`config.mk`:
```
export PLATFORM = sky130hd
export DESIGN_NAME = smalldemux_flat
export DESIGN_NICKNAME = d
export VERILOG_FILES = /design/src/rtl/smalldemux_if.sv /design/src/rtl/smalldemux.sv /design/src/flat_wrapper.sv
export SDC_FILE = /design/constraint.sdc
export NUM_CORES = 1
export LEC_CHECK = 0
export CAP_MARGIN = 10
export CORE_MARGIN = 2
export CORE_UTILIZATION = 44
export DETAILED_ROUTE_END_ITERATION = 6
export PLACE_DENSITY_LB_ADDON = 0.1
export SYNTH_ARGS = -nofsm -noshare
export SYNTH_HDL_FRONTEND = slang
export SYNTH_SLANG_ARGS = --single-unit
```
`constraint.sdc`:
```
create_clock -name clk -period 2.3 [get_ports clk]
set_input_delay 0.46 -clock clk [delete_from_list [all_inputs] [get_ports clk]]
set_output_delay 0.46 -clock clk [all_outputs]
set_load 0.01 [all_outputs]
```
`src/rtl/smalldemux_if.sv`:
```
// Bundle for the smalldemux serial-in / 4-lane-out path.
// The master side feeds values and consumes frames. The slave side is the demux.
interface smalldemux_if #(
   parameter int WIDTH = 4
) ();
   logic [WIDTH-1:0] in_data;
   logic [1:0]       in_sel;
   logic             auto_sel;
   logic             in_valid;
   logic             in_ready;
   logic [WIDTH-1:0] zero;
   logic [WIDTH-1:0] one;
   logic [WIDTH-1:0] two;
   logic [WIDTH-1:0] three;
   logic [3:0]       fill_mask;
   logic             out_valid;
   logic             out_ready;
   logic             ovw_err;

   modport master (
      output in_data, in_sel, auto_sel, in_valid, out_ready,
      input  in_ready, zero, one, two, three, fill_mask, out_valid, ovw_err
   );

   modport slave (
      input  in_data, in_sel, auto_sel, in_valid, out_ready,
      output in_ready, zero, one, two, three, fill_mask, out_valid, ovw_err
   );
endinterface

```
`src/rtl/smalldemux.sv`:
```
// smalldemux: steers a stream of WIDTH-bit values into four lane registers.
// A lane comes either from in_sel or from an internal round-robin pointer.
// Once all four lanes are written, the frame is presented with a valid/ready handshake.
// A drain and a new accept may happen in the same cycle, so a full frame costs no bubble.
module smalldemux #(
   parameter int WIDTH = 4
) (
   input logic          clk,
   input logic          rst_n,
   smalldemux_if.slave  bus
);
   typedef enum logic {FILL = 1'b0, FULL = 1'b1} state_t;

   state_t           r_state;
   logic [1:0]       r_ptr;
   logic [WIDTH-1:0] r_lane [4];
   logic [3:0]       r_mask;
   logic             r_out_valid;
   logic             r_ovw;

   logic             w_drain;
   logic             w_ready;
   logic             w_accept;
   logic [1:0]       w_lane;
   logic [3:0]       w_onehot;
   logic [3:0]       w_mask_next;

   // Decode the handshake and the destination lane from the current state
   always_comb begin
      w_drain  = (r_state == FULL) & bus.out_ready;
      w_ready  = (r_state == FILL) | w_drain;
      w_accept = bus.in_valid & w_ready;
      // A drain restarts the auto pointer, so a same-cycle auto write lands in lane 0
      if (bus.auto_sel)
         w_lane = w_drain ? 2'd0 : r_ptr;
      else
         w_lane = bus.in_sel;
      w_onehot    = 4'b0001 << w_lane;
      w_mask_next = r_mask | w_onehot;
   end

   // Frame assembly state machine with registered outputs
   always_ff @(posedge clk) begin
      if (!rst_n) begin
         r_state     <= FILL;
         r_ptr       <= 2'd0;
         r_mask      <= 4'b0000;
         r_out_valid <= 1'b0;
         r_ovw       <= 1'b0;
         for (int i = 0; i < 4; i++) r_lane[i] <= '0;
      end else begin
         r_ovw <= 1'b0;
         if (w_drain) begin
            // Frame handed off. An optional new write starts the next frame.
            r_state     <= FILL;
            r_out_valid <= 1'b0;
            r_mask      <= w_accept ? w_onehot : 4'b0000;
            r_ptr       <= (w_accept & bus.auto_sel) ? 2'd1 : 2'd0;
            if (w_accept) r_lane[w_lane] <= bus.in_data;
         end else if (w_accept) begin
            r_lane[w_lane] <= bus.in_data;
            if (bus.auto_sel) r_ptr <= r_ptr + 2'd1;
            if ((r_mask & w_onehot) != 4'b0000) begin
               // Repeat write to a lane: last write wins, and the mask is left untouched
               r_ovw <= 1'b1;
            end else begin
               r_mask <= w_mask_next;
               if (w_mask_next == 4'b1111) begin
                  r_state     <= FULL;
                  r_out_valid <= 1'b1;
               end
            end
         end
      end
   end

   assign bus.in_ready  = w_ready;
   assign bus.zero      = r_lane[0];
   assign bus.one       = r_lane[1];
   assign bus.two       = r_lane[2];
   assign bus.three     = r_lane[3];
   assign bus.fill_mask = r_mask;
   assign bus.out_valid = r_out_valid;
   assign bus.ovw_err   = r_ovw;
endmodule

```
`src/flat_wrapper.sv`:
```
// flat-port wrapper written by rule: the top's interface ports become plain ports
module smalldemux_flat 
#(
   parameter int WIDTH = 4
)
  (clk, rst_n, bus_in_data, bus_in_sel, bus_auto_sel, bus_in_valid, bus_out_ready, bus_in_ready, bus_zero, bus_one, bus_two, bus_three, bus_fill_mask, bus_out_valid, bus_ovw_err);
  smalldemux_if #(.WIDTH(WIDTH)) bus_i ();
  input logic clk;
  input logic rst_n;
  input wire logic [$bits(bus_i.in_data)-1:0] bus_in_data;
  input wire logic [$bits(bus_i.in_sel)-1:0] bus_in_sel;
  input wire logic [$bits(bus_i.auto_sel)-1:0] bus_auto_sel;
  input wire logic [$bits(bus_i.in_valid)-1:0] bus_in_valid;
  input wire logic [$bits(bus_i.out_ready)-1:0] bus_out_ready;
  output wire logic [$bits(bus_i.in_ready)-1:0] bus_in_ready;
  output wire logic [$bits(bus_i.zero)-1:0] bus_zero;
  output wire logic [$bits(bus_i.one)-1:0] bus_one;
  output wire logic [$bits(bus_i.two)-1:0] bus_two;
  output wire logic [$bits(bus_i.three)-1:0] bus_three;
  output wire logic [$bits(bus_i.fill_mask)-1:0] bus_fill_mask;
  output wire logic [$bits(bus_i.out_valid)-1:0] bus_out_valid;
  output wire logic [$bits(bus_i.ovw_err)-1:0] bus_ovw_err;
  assign bus_i.in_data = bus_in_data;
  assign bus_i.in_sel = bus_in_sel;
  assign bus_i.auto_sel = bus_auto_sel;
  assign bus_i.in_valid = bus_in_valid;
  assign bus_i.out_ready = bus_out_ready;
  assign bus_in_ready = bus_i.in_ready;
  assign bus_zero = bus_i.zero;
  assign bus_one = bus_i.one;
  assign bus_two = bus_i.two;
  assign bus_three = bus_i.three;
  assign bus_fill_mask = bus_i.fill_mask;
  assign bus_out_valid = bus_i.out_valid;
  assign bus_ovw_err = bus_i.ovw_err;
  smalldemux #(.WIDTH(WIDTH)) u_core (.clk(clk), .rst_n(rst_n), .bus(bus_i));
endmodule
```
; ---- Word level (Yosys, flattened, before mapping)
; Memories as Yosys holds them, arrays and structs flattened.
; Index checks and enable logic that the tools add are counted.
; Widths: inputs -> output; s select.
[word_totals]
regBits = 8
ramBits = 16
inputBits = 11
out_inout_bits = 23
memories = 1
[op_classes]
addsub = 1
eq_ne = 2
shift = 1
n_mux = 23
bitwise_logic = 11
n_reduce_logical = 9
[mem_list]
columns = memory, words, width, read_ports, rd_ports_with_merged_regs, wr, line_no
row1 = u_core.r_lane, 4, 4, 4, 0, 4, smalldemux.sv:16  ; logic [WIDTH-1:0] r_lane [4];
[ops]
columns = operator, count
row1 = $mux 4, 6
row2 = $mux 2, 6
row3 = $mux 1, 11
row4 = $and 4x4->4, 1
row5 = $eq 4x4->1 const B, 1
row6 = $not 1->1, 4
row7 = $or 4x4->4, 1
row8 = $reduce_and 2->1, 2
row9 = $reduce_bool 2->1, 2
row10 = $reduce_bool 4->1, 1
row11 = $reduce_or 4->1, 1
row12 = $shl 1x2->4 const A, 1
row13 = $and 1x1->1, 3
row14 = $reduce_and 3->1, 1
row15 = $reduce_or 3->1, 1
row16 = $add 2x1->2 const B, 1
row17 = $ne 2x1->1 const B, 1
row18 = $or 1x1->1, 2
row19 = $reduce_or 2->1, 1

; ---- Longest topological paths before layout
; Gate-level depths: netlist of run 1.
[depth]
depth_word = 10
ltp_mapped = 5
depth_no_buf = 5

; ---- Worst setup path before layout of run 1
; Ideal clock, no wire load.
[synth_timing]
path_type = register -> register
startpoint = register u_core.r_state
endpoint = register u_core.r_mask[0], in the netlist u_core.bus.fill_mask[0]
t_arrival_ps = 1890
t_required_ps = 2230
slack_ps = 340
path_stages_with_launch = 6
synth_period_minus_slack_ps = 1960
cell_sequence = dfxtp_1 > nand2_1 > a31oi_2 > mux4_2 > a211o_1 > a21boi_1
[synth_between]
elab_chain_len = 8
[synth_lines]
columns = element, line_no
row1 = from (decl), smalldemux.sv:14  ; state_t r_state;
row2 = from (signal assigned), smalldemux.sv:45  ; r_state <= FILL;
row3 = from (signal assigned), smalldemux.sv:55  ; r_state <= FILL;
row4 = from (signal assigned), smalldemux.sv:69  ; r_state <= FULL;
row5 = $and 1x1->1, smalldemux.sv:30  ; w_drain = (r_state == FULL) & bus.out_ready;
row6 = $mux 2, smalldemux.sv:35  ; w_lane = w_drain ? 2'd0 : r_ptr;
row7 = $mux 2, smalldemux.sv:34  ; if (bus.auto_sel)
row8 = $shl 1x2->4, smalldemux.sv:38  ; w_onehot = 4'b0001 << w_lane;
row9 = $and 4x4->4 or $or 4x4->4 (tied branches), "smalldemux.sv:63, smalldemux.sv:39"
row10 = $reduce_bool 4->1 or $mux 4 (tied branches), smalldemux.sv:63  ; if ((r_mask & w_onehot) != 4'b0000) begin
row11 = $ne 2x1->1 (no source line) or $mux 4 (tied branches), --
row12 = $reduce_and 2->1 (no source line) or $mux 4 (tied branches), --
row13 = to (signal assigned), smalldemux.sv:57  ; r_mask <= w_accept ? w_onehot : 4'b0000;
row14 = to (signal assigned), smalldemux.sv:67  ; r_mask <= w_mask_next;
row15 = to (decl), smalldemux.sv:17  ; logic [3:0] r_mask;
; Several ways; a longest one is shown, not always the timed one. The select of a mux whose other input is x is not followed.
; A chain may end at the register's enable or synchronous reset.

; ---- Worst setup path in the final report of run 1
[layout_timing]
startpoint = input bus_out_ready
endpoint = register u_core.r_mask[1], in the netlist u_core.bus.fill_mask[1]
[layout_between]
elab_chain_len = 8
[layout_lines]
columns = element, line_no
row1 = from (decl), flat_wrapper.sv:14  ; input wire logic [$bits(bus_i.out_ready)-1:0] bus_out_ready;
row2 = $and 1x1->1 (*), smalldemux.sv:30
row3 = $mux 2, smalldemux.sv:35
row4 = $mux 2, smalldemux.sv:34
row5 = $shl 1x2->4, smalldemux.sv:38
row6 = $and 4x4->4 or $or 4x4->4 (tied branches), "smalldemux.sv:63, smalldemux.sv:39"
row7 = $reduce_bool 4->1 or $mux 4 (tied branches), smalldemux.sv:63
row8 = $ne 2x1->1 (no source line) or $mux 4 (tied branches), --
row9 = $reduce_and 2->1 (no source line) or $mux 4 (tied branches), --
; Every way passes the cells marked *; elsewhere a longest branch is shown, timed or not. The select of a mux whose other input is x is not followed.

==> flow_summary.json, run 1 <==
{
  "std_cell_rows": 17,
  "hold_viol": 0,
  "intPower_mw": 0.675,
  "grt_pass1_wl_microns": 3470,
  "layout-drive-gt1-share_pct": 16.6,
  "synth_seq_area_share_pct": 61.4,
  "fin_skew_ns": 0.00164,
  "finalCriticalPeriod_ns": 2.10,
  "cp_max_fo": 6,
  "grt_max_degree": 14,
  "drt-vias-per-instance": 5.17,
  "yosysUniqueCellTypes": 27,
  "synth-seq-cells": 24,
  "maxSlewHeadroom_pct": 82.7,
  "ys_top_cells_by_count": "edfxtp_1 (16), nand2_1 (15), nor2_1 (13)",
  "ys_top_cells_by_area": "edfxtp_1 (46%), dfxtp_1 (15%), nand2_1 (5.4%)",
  "wl_per_cell_microns": 12.9,
  "pwr-share-clk_pct": 24.7,
  "io_pins": 34,
  "rsz0062_at_grt": "no",
  "seqPwrFrac_pct": 56.8,
  "max_stage_delay_ns": 0.60,
  "synth_top_area_share_pct": 46.0,
  "synth.avg_cell_area_sq_um": 11.0,
  "fin_setup_tns_ns": 0,
  "routed_wirelength_microns": 2230,
  "die_area_sq_um": 2780,
  "cp_slowest_cell": "mux4_2",
  "sw_frac_of_total_pct": 23.1,
  "synth-edff-count": 16,
  "drtAntennaViolNets": 0,
  "synth_async_sr_flop_share_pct": 0,
  "p_sw_mw": 0.202,
  "grt_antenna_before_repair": 0,
  "synth-main-ff-cell": "edfxtp_1",
  "worstPathArrival_ns": 2.35,
  "required_ns": 2.55,
  "cellPowerDensity_nw_per_um2": 566,
  "worst_setup_path_start_kind": "primary input",
  "path_clk_slew_ns": 0.12,
  "ir_drop_uv": 463,
  "setup.worst_path.class": "primary input to flip-flop",
  "cts_resized": 0,
  "endpoint_kind": "flip-flop",
  "drc": 0,
  "fp.coreArea_sq_um": 2230,
  "drtIter0Drc": 19,
  "leakage_nw": 0.604,
  "yosysMostFrequentCell": "edfxtp_1",
  "yosysTopAreaCell": "edfxtp_1",
  "fin_crit_sh_pct": 91.3,
  "grtUsageTotal_pct": 17.3,
  "hold_class": "flip-flop to flip-flop",
  "pwr-share-comb_pct": 18.6,
  "syn2layout_area_growth_pct": 48.6,
  "grt-ovfl-total": 0,
  "via_count": 894,
  "place_congestion": 0.800,
  "postCtsSetupRepairBufs": 0,
  "fin_nets": 157,
  "syn-cell-area_sq_um": 1040,
  "ys_warn_count": 0,
  "path_cells": "clkdlybuf4s50_1 -> nand2_1 -> a31oi_2 -> mux4_2 -> a211o_1 -> a21boi_1",
  "syn_nets": 106,
  "cts_sinks": 24,
  "dr.pass1.iters": 4,
  "initial_core_util_pct": 46.7,
  "dieWidth_microns": 52.7,
  "max_freq_ghz": 0.476,
  "setup_viol": 0,
  "numCtsBuffers": 3,
  "drv_cap": 0,
  "tritoncts": "built",
  "dieHeight_microns": 52.7,
  "report.final.slew_viol_count": 0,
  "syn_inst": 95,
  "grt_pass1_vias": 812,
  "clkLatencyLatePin_ns": 0.31,
  "cts_max_path_buffers": 2,
  "num_antenna_cells": 0,
  "dp_hpwl_microns": 1690,
  "whs_ns": 0.513,
  "numPortBuffers": 33,
  "status": "finished clean",
  "cts_hold_buf": 0,
  "cts_root_buf": "clkbuf_4",
  "h-tree-depth": 1,
  "worst_pin_slew_ns": 0.258
}
[worst max-delay path, delay by kind of cell]
kind / cells / cell delay, ns
compound gates: 3 / 0.72
mux: 1 / 0.60
buf+inv: 1 / 0.47
simple gates: 1 / 0.10
[routing by layer]
metal / GRT usage, % / part of all wire [%] / wire, microns
met1: 22.0 / 42 / 948
met2: 28.1 / 49 / 1100
met3: 3.71 / 6.6 / 148
met4: 7.69 / 1.5 / 34
met5: 0 / 0 / 0
[kinds of logic after synthesis]
family | count (synthesis) | synth area share (%)
buffers and inverters | 7 | 2.52
xor gates and xnor gates | 1 | 0.839
AOI/OAI and AO/OA | 21 | 15.3
muxes | 1 | 2.16
DFF | 24 | 61.4
and+or+nand+nor | 41 | 17.7
[final cells by class]
cell class / instances / area (sq um)
clock buffer: 4 / 36.3
fill: 184 / 683
inverter: 5 / 18.8
multi-input combinational: 64 / 377
sequential: 24 / 641
tap: 28 / 35.0
timing repair buffer: 48 / 443
[sequential cells by signal, summed over array words and instances, names as in the netlist]
register	count
u_core.bus.fill_mask	4
u_core.bus.ovw_err	1
u_core.r_lane	16
u_core.r_ptr	2
u_core.r_state	1
[path summary, 6_finish.rpt]
check | startpoint | end | slack (ns) | cells after the start
min reg2reg | u_core.bus.fill_mask[1] | u_core.bus.fill_mask[1] | 0.51 | 2
max | bus_out_ready | u_core.bus.fill_mask[1] | 0.20 | 6
max reg2reg | u_core.r_state | u_core.bus.fill_mask[1] | 0.33 | 5
min | u_core.bus.fill_mask[1] | u_core.bus.fill_mask[1] | 0.51 | 2
[power groups by stage]
stage	Clock (mW)	Combinational [mW]	Sequential, mW
after floorplan	0	0.0526	0.520
after global placement	0	0.159	0.507
after detailed placement	0	0.162	0.508
after CTS	0.223	0.164	0.498
after global routing	0.241	0.176	0.501
final	0.216	0.163	0.498
[layout by cell type (no fill, tap or decap), drive strengths merged]
master / netlist / final
a211o: 4 / 4
a211oi: 1 / 1
a21boi: 4 / 4
a21oi: 1 / 1
a31o: 1 / 1
a31oi: 3 / 3
a32o: 1 / 1
and2: 1 / 1
and3: 2 / 2
buf: 0 / 15
clkbuf: 2 / 4
clkdlybuf4s50: 0 / 33
dfxtp: 8 / 8
edfxtp: 16 / 16
inv: 5 / 5
mux4: 1 / 1
nand2: 15 / 15
nand2b: 2 / 2
nand3: 3 / 3
nand4: 1 / 1
nand4b: 1 / 1
nor2: 13 / 13
nor2b: 2 / 2
o211ai: 1 / 1
o21ai: 4 / 4
o221a: 1 / 1
or2: 1 / 1
xor2: 1 / 1
[per-stage QoR]
stage,area [sq um],setup WS (ns),power [mW],cells,util [%]
5_1_grt,1550,0.106,0.918,173,69.4
6_report,1550,0.201,0.877,173,69.4
2_1_floorplan,1040,0.340,0.572,95,-
3_5_place_dp,1510,-0.118,0.670,169,67.8
3_3_place_gp,1510,-0.0759,0.666,169,67.8
4_1_cts,1550,0.192,0.885,173,69.4
(Power assumes the default switching activity.)
==> run 2: changes to the inputs <==
--- a/config.mk
+++ b/config.mk
@@ -8,6 +8,7 @@
 export CAP_MARGIN = 10
 export CORE_MARGIN = 2
 export CORE_UTILIZATION = 44
+export CTS_CLUSTER_SIZE = 40
 export DETAILED_ROUTE_END_ITERATION = 6
 export PLACE_DENSITY_LB_ADDON = 0.1
 export SYNTH_ARGS = -nofsm -noshare
==> results of run 2 <==
Same layout as run 1: the final DEF is identical, and so are final timing and power.
==> run 3: changes to the inputs <==
--- a/config.mk
+++ b/config.mk
@@ -11,6 +11,7 @@
 export CTS_CLUSTER_SIZE = 40
 export DETAILED_ROUTE_END_ITERATION = 6
 export PLACE_DENSITY_LB_ADDON = 0.1
+export SLEW_MARGIN = 20
 export SYNTH_ARGS = -nofsm -noshare
 export SYNTH_HDL_FRONTEND = slang
 export SYNTH_SLANG_ARGS = --single-unit
==> results of run 3 <==
Same layout as run 1: the final DEF is identical, and so are final timing and power.
